<file path="config.mk">
export PLATFORM = sky130hd
export DESIGN_NAME = rf_scan_ctrl
export DESIGN_NICKNAME = d
export VERILOG_FILES = /design/src/rtl/rf_scan_ctrl.sv
export SDC_FILE = /design/constraint.sdc
export NUM_CORES = 1
export LEC_CHECK = 0
export ABC_AREA = 1
export CORE_MARGIN = 5
export CORE_UTILIZATION = 32
export DETAILED_ROUTE_END_ITERATION = 8
export SYNTH_ARGS = -nofsm -noshare
export SYNTH_HDL_FRONTEND = slang
export SYNTH_SLANG_ARGS = --single-unit
</file>
<file path="constraint.sdc">
create_clock -name clk -period 1.45 [get_ports clk]
set_input_delay 0.435 -clock clk [delete_from_list [all_inputs] [get_ports clk]]
set_output_delay 0.435 -clock clk [all_outputs]
set_load 0.005 [all_outputs]
</file>
<file path="src/rtl/rf_scan_ctrl.sv">
// rf_scan_ctrl: sequencer for the register/memory debug read port.
//
// On an accepted start it walks `count` consecutive addresses beginning at
// `base_addr`. It issues one read per word, waits out the read-port latency,
// and then presents the word and its address on a valid/ready stream.
//
// Ports
//   clk        rising-edge clock
//   rst        synchronous reset, active low
//   start      begin a scan (sampled only while idle)
//   base_addr  first address, latched on an accepted start
//   count      number of words, latched on an accepted start (0 = empty scan)
//   abort      cancel the scan from any state; wins over every other event
//   rd_addr    address driven to the read port (holds its value outside READ)
//   rd_data    read-port data, valid RD_LAT cycles after rd_addr
//   out_valid  out_data/out_addr hold a word
//   out_ready  consumer accepts the word when out_valid & out_ready
//   out_data   captured word
//   out_addr   address of out_data
//   busy       high whenever a scan is in progress
//   done       one-cycle pulse at scan completion (never during abort or reset)
module rf_scan_ctrl #(
  parameter int unsigned ADDR_W = 10,
  parameter int unsigned DATA_W = 32,
  parameter int unsigned RD_LAT = 1
) (
  input  logic              clk,
  input  logic              rst,
  input  logic              start,
  input  logic [ADDR_W-1:0] base_addr,
  input  logic [ADDR_W:0]   count,
  input  logic              abort,
  output logic [ADDR_W-1:0] rd_addr,
  input  logic [DATA_W-1:0] rd_data,
  output logic              out_valid,
  input  logic              out_ready,
  output logic [DATA_W-1:0] out_data,
  output logic [ADDR_W-1:0] out_addr,
  output logic              busy,
  output logic              done
);

  // The wait counter runs 0..RD_LAT, so READ lasts RD_LAT+1 cycles.
  localparam int unsigned       WaitW    = (RD_LAT > 0) ? $clog2(RD_LAT + 1) : 1;
  localparam logic [WaitW-1:0]  WaitLast = WaitW'(RD_LAT);
  localparam logic [WaitW-1:0]  WaitOne  = WaitW'(1);
  localparam logic [ADDR_W-1:0] AddrOne  = ADDR_W'(1);
  localparam logic [ADDR_W:0]   RemOne   = (ADDR_W + 1)'(1);

  typedef enum logic [1:0] {StIdle, StRead, StHold} state_e;

  state_e            state_q;
  logic [ADDR_W-1:0] cur_q;
  logic [ADDR_W:0]   rem_q;
  logic [WaitW-1:0]  wait_q;

  always_ff @(posedge clk) begin
    if (!rst) begin
      state_q   <= StIdle;
      cur_q     <= '0;
      rem_q     <= '0;
      wait_q    <= '0;
      rd_addr   <= '0;
      out_valid <= 1'b0;
      out_data  <= '0;
      out_addr  <= '0;
      busy      <= 1'b0;
      done      <= 1'b0;
    end else begin
      done <= 1'b0;
      if (abort) begin
        // A handshake in this cycle is still taken by the consumer; the scan
        // simply ends without advancing and without a done pulse.
        state_q   <= StIdle;
        out_valid <= 1'b0;
        busy      <= 1'b0;
      end else begin
        unique case (state_q)
          StIdle: begin
            if (start) begin
              cur_q <= base_addr;
              rem_q <= count;
              if (count == '0) begin
                done <= 1'b1;
              end else begin
                state_q <= StRead;
                rd_addr <= base_addr;
                wait_q  <= '0;
                busy    <= 1'b1;
              end
            end
          end
          StRead: begin
            if (wait_q == WaitLast) begin
              out_data  <= rd_data;
              out_addr  <= cur_q;
              out_valid <= 1'b1;
              state_q   <= StHold;
            end else begin
              wait_q <= wait_q + WaitOne;
            end
          end
          StHold: begin
            if (out_ready) begin
              out_valid <= 1'b0;
              if (rem_q == RemOne) begin
                state_q <= StIdle;
                busy    <= 1'b0;
                done    <= 1'b1;
              end else begin
                // Address wraps modulo 2^ADDR_W by plain overflow.
                rem_q   <= rem_q - RemOne;
                cur_q   <= cur_q + AddrOne;
                rd_addr <= cur_q + AddrOne;
                wait_q  <= '0;
                state_q <= StRead;
              end
            end
          end
          default: begin
            state_q   <= StIdle;
            out_valid <= 1'b0;
            busy      <= 1'b0;
          end
        endcase
      end
    end
  end

endmodule
</file>
; After elaboration in Yosys (flattened, before gate mapping)
; Index checks and enable logic that the tools add are counted.
[word_totals]
register_bits = 79
inputBits = 58
wordCells = 74
[classes]
addsub = 3
n_eq_ne = 9
mux = 36
bitwise = 4
reduce_logical = 12
[op_table]
columns = operator, count
row1 = two-way mux 10 bit, 5
row2 = one-hot mux 10 bit (2 select lines), 2
row3 = two-way mux 11 bit, 3
row4 = one-hot mux 11 bit (2 select lines), 1
row5 = two-way mux 1 bit, 16
row6 = != test 2 bit (second input constant), 6
row7 = AND reduction 6 bit, 2
row8 = == test 11 x 1 -> 1 bit (second input constant), 1
row9 = logical NOT 11 bit, 1
row10 = subtractor 11 x 1 -> 11 bit (second input constant), 1
row11 = adder 10 x 1 -> 10 bit (second input constant), 1
row12 = AND reduction 5 bit, 2
row13 = one-hot mux 1 bit (3 select lines), 3
row14 = two-way mux 2 bit, 4
row15 = one-hot mux 2 bit (3 select lines), 1
row16 = AND reduction 3 bit, 2
row17 = inverter 1 bit, 4
row18 = AND reduction 4 bit, 1
row19 = nonzero test 3 bit, 1
row20 = == test 2 x 1 -> 1 bit (second input constant), 1
row21 = == test 2 bit (second input constant), 1
row22 = logical NOT 2 bit, 1
row23 = one-hot mux 1 bit (2 select lines), 1
row24 = nonzero test 2 bit, 1
row25 = 2 further kinds, 2

; Longest topological paths before layout
; Gate-level depths: netlist of the first run.
[depth]
ltp_word = 4
depth_mapped = 11

; Least setup slack after synthesis of the first run
; No wires, ideal clock.
[synth_path]
path_kind = input to register
startpoint = input abort
endpoint = register rem_q[8]
setup_ns = 0.110
arrival_ns = 1.318
required_ns = 1.340
setup_slack_ns = 0.023
path_stages = 8
path_buffers = 1
path_cell_list = or2_1 -> nor2_8 -> nand2_4 -> inv_6 -> buf_8 -> nand3b_2 -> nand2_1 -> nor2_2
[synth_between]
elab_chain_cells = 2
[synth_rtl]
columns = item, line
row1 = from (decl), 32  ; input logic abort,
row2 = inverter 1 bit (no line), -
row3 = AND reduction 5 bit (no line), -
row4 = to (signal assigned), 82  ; rem_q <= count;
row5 = to (signal assigned), 112  ; rem_q <= rem_q - RemOne;
row6 = to (decl), 54  ; logic [ADDR_W:0] rem_q;
; No other way between the ends.
; A chain may end at the register's enable or synchronous reset.

; Worst setup path after layout of the first run
[layout_path]
startpoint = register state_q[1]
endpoint = register out_addr[1]
[layout_between]
elab_chain_cells = 2
[layout_rtl]
columns = item, line
row1 = from (decl), 52  ; state_e state_q;
row2 = from (signal assigned), 59  ; state_q <= StIdle;
row3 = from (signal assigned), 74  ; state_q <= StIdle;
row4 = from (signal assigned), 86  ; state_q <= StRead;
row5 = == test 2 x 1 -> 1 bit, 78  ; unique case (state_q)
row6 = AND reduction 3 bit (no line), -
row7 = to (signal assigned), 96  ; out_addr <= cur_q;
row8 = to (decl), 38  ; output logic [ADDR_W-1:0] out_addr,
; No other way between the ends.

==> results_dict.tcl, run 1 <==
set metrics [dict create \
    status "completed" \
    crit_path_end_kind "register" \
    fin_skew_ns 0.00545 \
    cts_made_buffers 9 \
    fin_crit_sh_pct 98.3 \
    diodes 0 \
    clk_path_buf_depth 2 \
    cts_hold_buf 0 \
    cts_tree "done" \
    irDropWorstVdd_v 0.000587 \
    ys_ff_latch 79 \
    sequentialPowerShare_pct 40.5 \
    ant_nets 0 \
    vias 4044 \
    antenna_found_initial 0 \
    power.density_mw_per_mm2 905 \
    fillers 1078 \
    wirelength_mm 12.6 \
    core_mm2 0.0115 \
    detail_route.first_pass.iterations 4 \
    drc 0 \
    ios 113 \
    track_usage_pct 16.2 \
    fmax_ghz 0.702 \
    areaGrowthSynthToFinish_pct 67.2 \
    finalSetupViolations 0 \
    grt_start_max_net_pins 45 \
    die_x_um 119 \
    syn-num-nets 590 \
    p_sw_share_pct 24.5 \
    start_util_pct 33.0 \
    vias_per_cell 4.76 \
    cap_violations 0 \
    num_rows 39 \
    yosysSeqAreaShare_pct 41.7 \
    clock_latency_ns 0.32 \
    required_ns 1.71 \
    dieArea_mm2 0.0141 \
    rsz0062_at_grt "yes" \
    fin_crit_ns 1.43 \
    critPathLaunchType "register" \
    drtIter0Drc 219 \
    switchingPower_w 0.00141 \
    syn_area_mm2 0.00379 \
    grt.overflow.total 0 \
    io_buffers 112 \
    yosys_warnings 0 \
    fin_nets 762 \
    wl_per_cell_um 14.9 \
    drive_gt1_share_pct 31.2 \
    crit_type "register to register" \
    p_clk_share_pct 42.8 \
    ctsHtreeMaxLevel 3 \
    internal-power_w 0.00434 \
    worstPathArrival_ns 1.68 \
    layout_setup_ws_ns 0.0245 \
    dp_hpwl_mm 8.19 \
    cts.sinks 79 \
    share_comb_of_total_power_pct 16.6 \
    cts-root-buf "clkbuf_16" \
    async_reset_ff_share_pct 0 \
    max_slew_margin_pct 79.5 \
    synth_cell_types 34 \
    hold_viol 0 \
    p_leak_nw 2.99 \
    die_h_um 119 \
    min_path_type "register to register" \
    synthCells 529 \
    clk_pin_slew_ns 0.06 \
    avgSynthCellArea_um2 7.17 \
    synth-edff-count 0 \
    grt_pass1_vias 3997 \
    tightest_slew_ns 0.306 \
    fin_setup_tns_ns 0 \
    final_common_cell "nor2_1" \
    cp_max_fo 6 \
    synth_flop_cell "dfxtp_1" \
    grt_pass1_wl_mm 18.9 \
    pre_cts_slack_ns -0.493 \
    place_congestion 0.873 \
    drv_slew 0 \
    layout_common_cells "nor2_1, dfxtp_1, nand2_1, dlygate4sd2_1, buf_4" \
]
[power by group through the flow]
stage | clock [W] | combinational (W) | sequential [W]
after global placement | 0 | 0.000823 | 0.00236
after global routing | 0.00262 | 0.00104 | 0.00234
after floorplan | 0 | 0.000419 | 0.00235
after detailed placement | 0 | 0.000830 | 0.00236
final | 0.00246 | 0.000956 | 0.00233
after CTS | 0.00250 | 0.000862 | 0.00232
[final cells by class]
class | count | area [µm²] | area share (%)
Multi-Input combinational cell | 379 | 2200 | 34.7
Timing Repair Buffer | 184 | 1820 | 28.7
Tap cell | 143 | 179 | 2.82
Inverter | 46 | 193 | 3.04
Clock buffer | 13 | 260 | 4.10
Timing Repair inverter | 2 | 20.0 | 0.316
Clock inverter | 3 | 65.1 | 1.03
Sequential cell | 79 | 1600 | 25.3
[cells in the mapped netlist (2+ instances only)]
| library cell | count | share of area [%] |
|---|---|---|
| nor2_1 | 113 | 11 |
| nand2_1 | 83 | 8.2 |
| dfxtp_1 | 79 | 42 |
| o21ai_0 | 63 | 8.3 |
| inv_1 | 41 | 4.1 |
| a21oi_1 | 30 | 4.0 |
| nand3_1 | 20 | 2.6 |
| buf_2 | 14 | 1.8 |
| o21ai_1 | 11 | 1.5 |
| a21oi_2 | 10 | 2.3 |
| nand2_2 | 6 | 0.99 |
| nand3_2 | 6 | 1.6 |
| nor2_2 | 6 | 0.99 |
| clkbuf_1 | 5 | 0.49 |
| inv_2 | 4 | 0.40 |
| nand2_4 | 4 | 1.2 |
| nand4_1 | 4 | 0.66 |
| nor2_4 | 4 | 1.2 |
| ha_1 | 3 | 0.99 |
| nor3_1 | 3 | 0.40 |
| buf_1 | 2 | 0.20 |
| buf_4 | 2 | 0.40 |
| buf_8 | 2 | 0.79 |
| nand3_4 | 2 | 0.92 |
| nor2_8 | 2 | 1.1 |
| or2_2 | 2 | 0.33 |
[routing by layer]
layer / vias up / global-route usage [%] / wire length, µm
li1: 2050 / - / -
met1: 1853 / 19.3 / 5200
met2: 126 / 26.8 / 6060
met3: 15 / 6.30 / 1080
met4: 0 / 5.21 / 269
met5: - / 0 / 0
[logic make-up (layout without fill, tap and decap cells)]
logic type | count (synthesis) | in the layout | share of synthesized area (%)
buffers and inverters | 72 | 248 | 8.70
flip-flops | 79 | 79 | 41.7
XOR/XNOR | 1 | 1 | 0.231
adder cells (fa/ha/maj) | 3 | 3 | 0.989
AO/OA/AOI/OAI | 116 | 116 | 16.4
AND/OR/NAND/NOR | 258 | 259 | 32.0
[state kept, by name, summed over array words and instances (netlist names)]
signal,flops
out_data,32
rem_q,11
cur_q,10
out_addr,10
rd_addr,10
state_q,2
busy,1
done,1
out_valid,1
wait_q,1
[final timing paths]
path | start | endpoint | slack, ns | cells past startpoint
hold reg to reg | rd_addr[4] | rd_addr[4] | 0.46 | 2
setup reg to reg | state_q[1] | out_addr[1] | 0.02 | 8
setup / recovery | state_q[1] | out_addr[1] | 0.02 | 8
hold / removal | rd_addr[4] | rd_addr[4] | 0.46 | 2
[metrics by stage]
step | total power, W | area [µm²] | cells | util (%) | hold WS, ns
after floorplan | 0.00277 | 3790 | 529 | - | 0.455
after global placement | 0.00318 | 5410 | 810 | 47.0 | 0.470
after detailed placement | 0.00319 | 5410 | 810 | 47.0 | 0.472
after CTS | 0.00567 | 5820 | 836 | 50.5 | 0.479
after global routing | 0.00600 | 6340 | 849 | 55.1 | 0.487
final | 0.00574 | 6340 | 849 | 55.1 | 0.460
[repair_timing]
item	in CTS	in global routing
gates cloned	3	8
pin swaps	12	43
setup buffers	7	5
gates resized for setup	88	125
endpoints found under the setup margin	93	76
[critical path, cell delays in order (launching register included)]
cell and delay (ns):
dfxtp_4 0.36, buf_6 0.12, nor2_4 0.08, nand2_2 0.07
nor2_4 0.21, buf_6 0.18, clkbuf_16 0.17, o21ai_2 0.05
a21oi_1 0.11
(Power assumes the default switching activity.)
==> inputs of run 2 (changes only) <==
CORE_MARGIN = 2   (was 5)
TNS_END_PERCENT = 50   (was not set)
==> results_dict.tcl, run 2 (same netlist as run 1, synthesis figures left out) <==
set metrics [dict create \
    power.density_mw_per_mm2 888 \
    fmax_ghz 0.690 \
    cap_violations 0 \
    clk_path_buf_depth 2 \
    finalSetupViolations 0 \
    multi_input_area_mm2 0.00205 \
    drv_slew 0 \
    startpoint "state_q[0]" \
    fin_skew_ns 0.00661 \
    finalInstanceArea_mm2 0.00600 \
    fillers 1109 \
    antenna_found_initial 0 \
    ant_nets 0 \
    layout_common_cells "nor2_1, nand2_1, dfxtp_1, dlygate4sd2_1, o21ai_0" \
    endpoint "rem_q[9]" \
    max_slew_margin_pct 79.8 \
    min_path_type "register to register" \
    dieArea_mm2 0.0127 \
    ios 113 \
    hold_viol 0 \
    holdCritStartpoint "rd_addr[3]" \
    rsz0062_at_grt "yes" \
    dp_hpwl_mm 7.97 \
    vias 3972 \
    top_register "out_data" \
    clk_pin_slew_ns 0.07 \
    drtIter0Drc 209 \
    crit_path_end_kind "register" \
    largestRegisters "out_data (32), rem_q (11)" \
    clock_latency_ns 0.33 \
    grt_pass1_vias 3864 \
    slowest_stage "dfxtp_4" \
    worstPathArrival_ns 1.67 \
    power_w 0.00533 \
    wirelength_mm 11.5 \
    grt_pass1_wl_mm 18.4 \
    start_util_pct 33.0 \
    status "complete, but fails checks" \
    cts.sinks 79 \
    die_h_um 113 \
    cp_max_fo 8 \
    r2r_end "rem_q[9]" \
    p_leak_nw 2.89 \
    fin_crit_sh_pct 100 \
    fin_setup_tns_ns 0 \
    diodes 0 \
    cts_made_buffers 9 \
    stdcell_count 838 \
    dp_cells 810 \
    final_common_cell "nor2_1" \
    fin_crit_ns 1.45 \
    dpl-instance-area_mm2 0.00540 \
    drc 4 \
    required_ns 1.67 \
    max_stage_delay_ns 0.38 \
    largest_reg_flops 32 \
    num_rows 39 \
    final-seq-area_mm2 0.00160 \
    tightest_slew_ns 0.299 \
    drive_gt1_share_pct 24.7 \
    track_usage_pct 17.7 \
    vias_per_cell 4.74 \
    crit_type "register to register" \
    grt_start_max_net_pins 49 \
    io_buffers 112 \
    place_congestion 0.847 \
    grt.overflow.total 0 \
    ctsHtreeMaxLevel 3 \
    worstPathCellList "buf_6 > nor2_4 > buf_12 > buf_12 > or2_2 > nand3_1 > nor2_1 > nor2_1 > nor2_1" \
    wl_per_cell_um 13.8 \
    detail_route.first_pass.iterations 6 \
    fin_nets 751 \
    reg2reg_slack_ns 0.0003 \
    die_x_um 113 \
    cts-root-buf "clkbuf_16" \
    r2r-start "state_q[0]" \
    reg2regPathDepth 9 \
    crit_top_cell "nor2_1" \
    critPathLaunchType "register" \
    cts_tree "done" \
    irDropWorstVdd_v 0.000539 \
    violations "design-rule violations" \
    core_mm2 0.0115 \
    areaGrowthSynthToFinish_pct 58.2 \
]
-- run 2: cell types whose count changed in the layout (fill, tap and decap cells not counted), moves of 6 or more --
cell | previous run | this run
o21ai_1 | 22 | 11
o21ai_2 | 14 | 7
nor2_2 | 21 | 10
nor2_1 | 82 | 103
nand2_2 | 23 | 16
o21ai_0 | 39 | 57
nor2_4 | 20 | 10
nand2_1 | 65 | 72
buf_6 | 11 | 5
-- run 2: how the worst min path moves through the flow --
stage,endpoint,slack (ns),depth (start not counted)
after floorplan,rem_q[10],0.45,2
after global placement,rd_addr[0],0.47,2
after detailed placement,rd_addr[5],0.47,2
after CTS,rd_addr[5],0.48,2
after global routing,rd_addr[0],0.49,2
final,rd_addr[3],0.47,2
-- run 2: layout make-up --
| cell class | count | area share [%] |
|---|---|---|
| clock buffers | 9 | 3.75 |
| multi-input cells | 379 | 34.1 |
| inverters | 46 | 3.09 |
| well taps | 143 | 2.98 |
| clock inverters | 7 | 0.938 |
| repair buffers | 175 | 28.5 |
| flip-flops and latches | 79 | 26.6 |
-- run 2: routing by layer --
metal	GRT usage, %	wire length (µm)	part of all wire (%)	vias to the layer above
met5	0	0	0	-
met4	6.02	175	1.5	0
met3	5.36	862	7.5	14
met2	29.8	5450	47	109
met1	21.6	5060	44	1828
li1	-	-	-	2021
-- run 2: worst max-delay path: cells and delay by family (launching register included) --
kind,cells,cell delay (ns)
buffers and inverters,3,0.36
flip-flops,1,0.38
AND/OR/NAND/NOR,6,0.58
-- run 2: report_power, final --
group	switching [W]	total, W	internal [W]
logic	0.000437	0.000885	0.000448
clock network	0.000954	0.00213	0.00117
registers	0.0000690	0.00232	0.00225
total	0.00146	0.00533	0.00387
-- run 2: what timing repair did --
item / in CTS / in global routing
hold buffers: 0 / 0
pin swaps: 6 / 25
setup buffers: 0 / 8
endpoints found under the setup margin: 87 / 65
resized for setup: 74 / 64
gates cloned: 1 / 3
-- run 2: metrics by stage --
stage	worst slack, ns	hold slack, ns	utilization (%)
3_5_place_dp	-0.505	0.471	46.8
6_report	0.000334	0.474	52.1
2_1_floorplan	0.0228	0.455	-
4_1_cts	-0.0257	0.480	49.1
5_1_grt	-0.0635	0.492	52.1
3_3_place_gp	-0.444	0.466	46.8
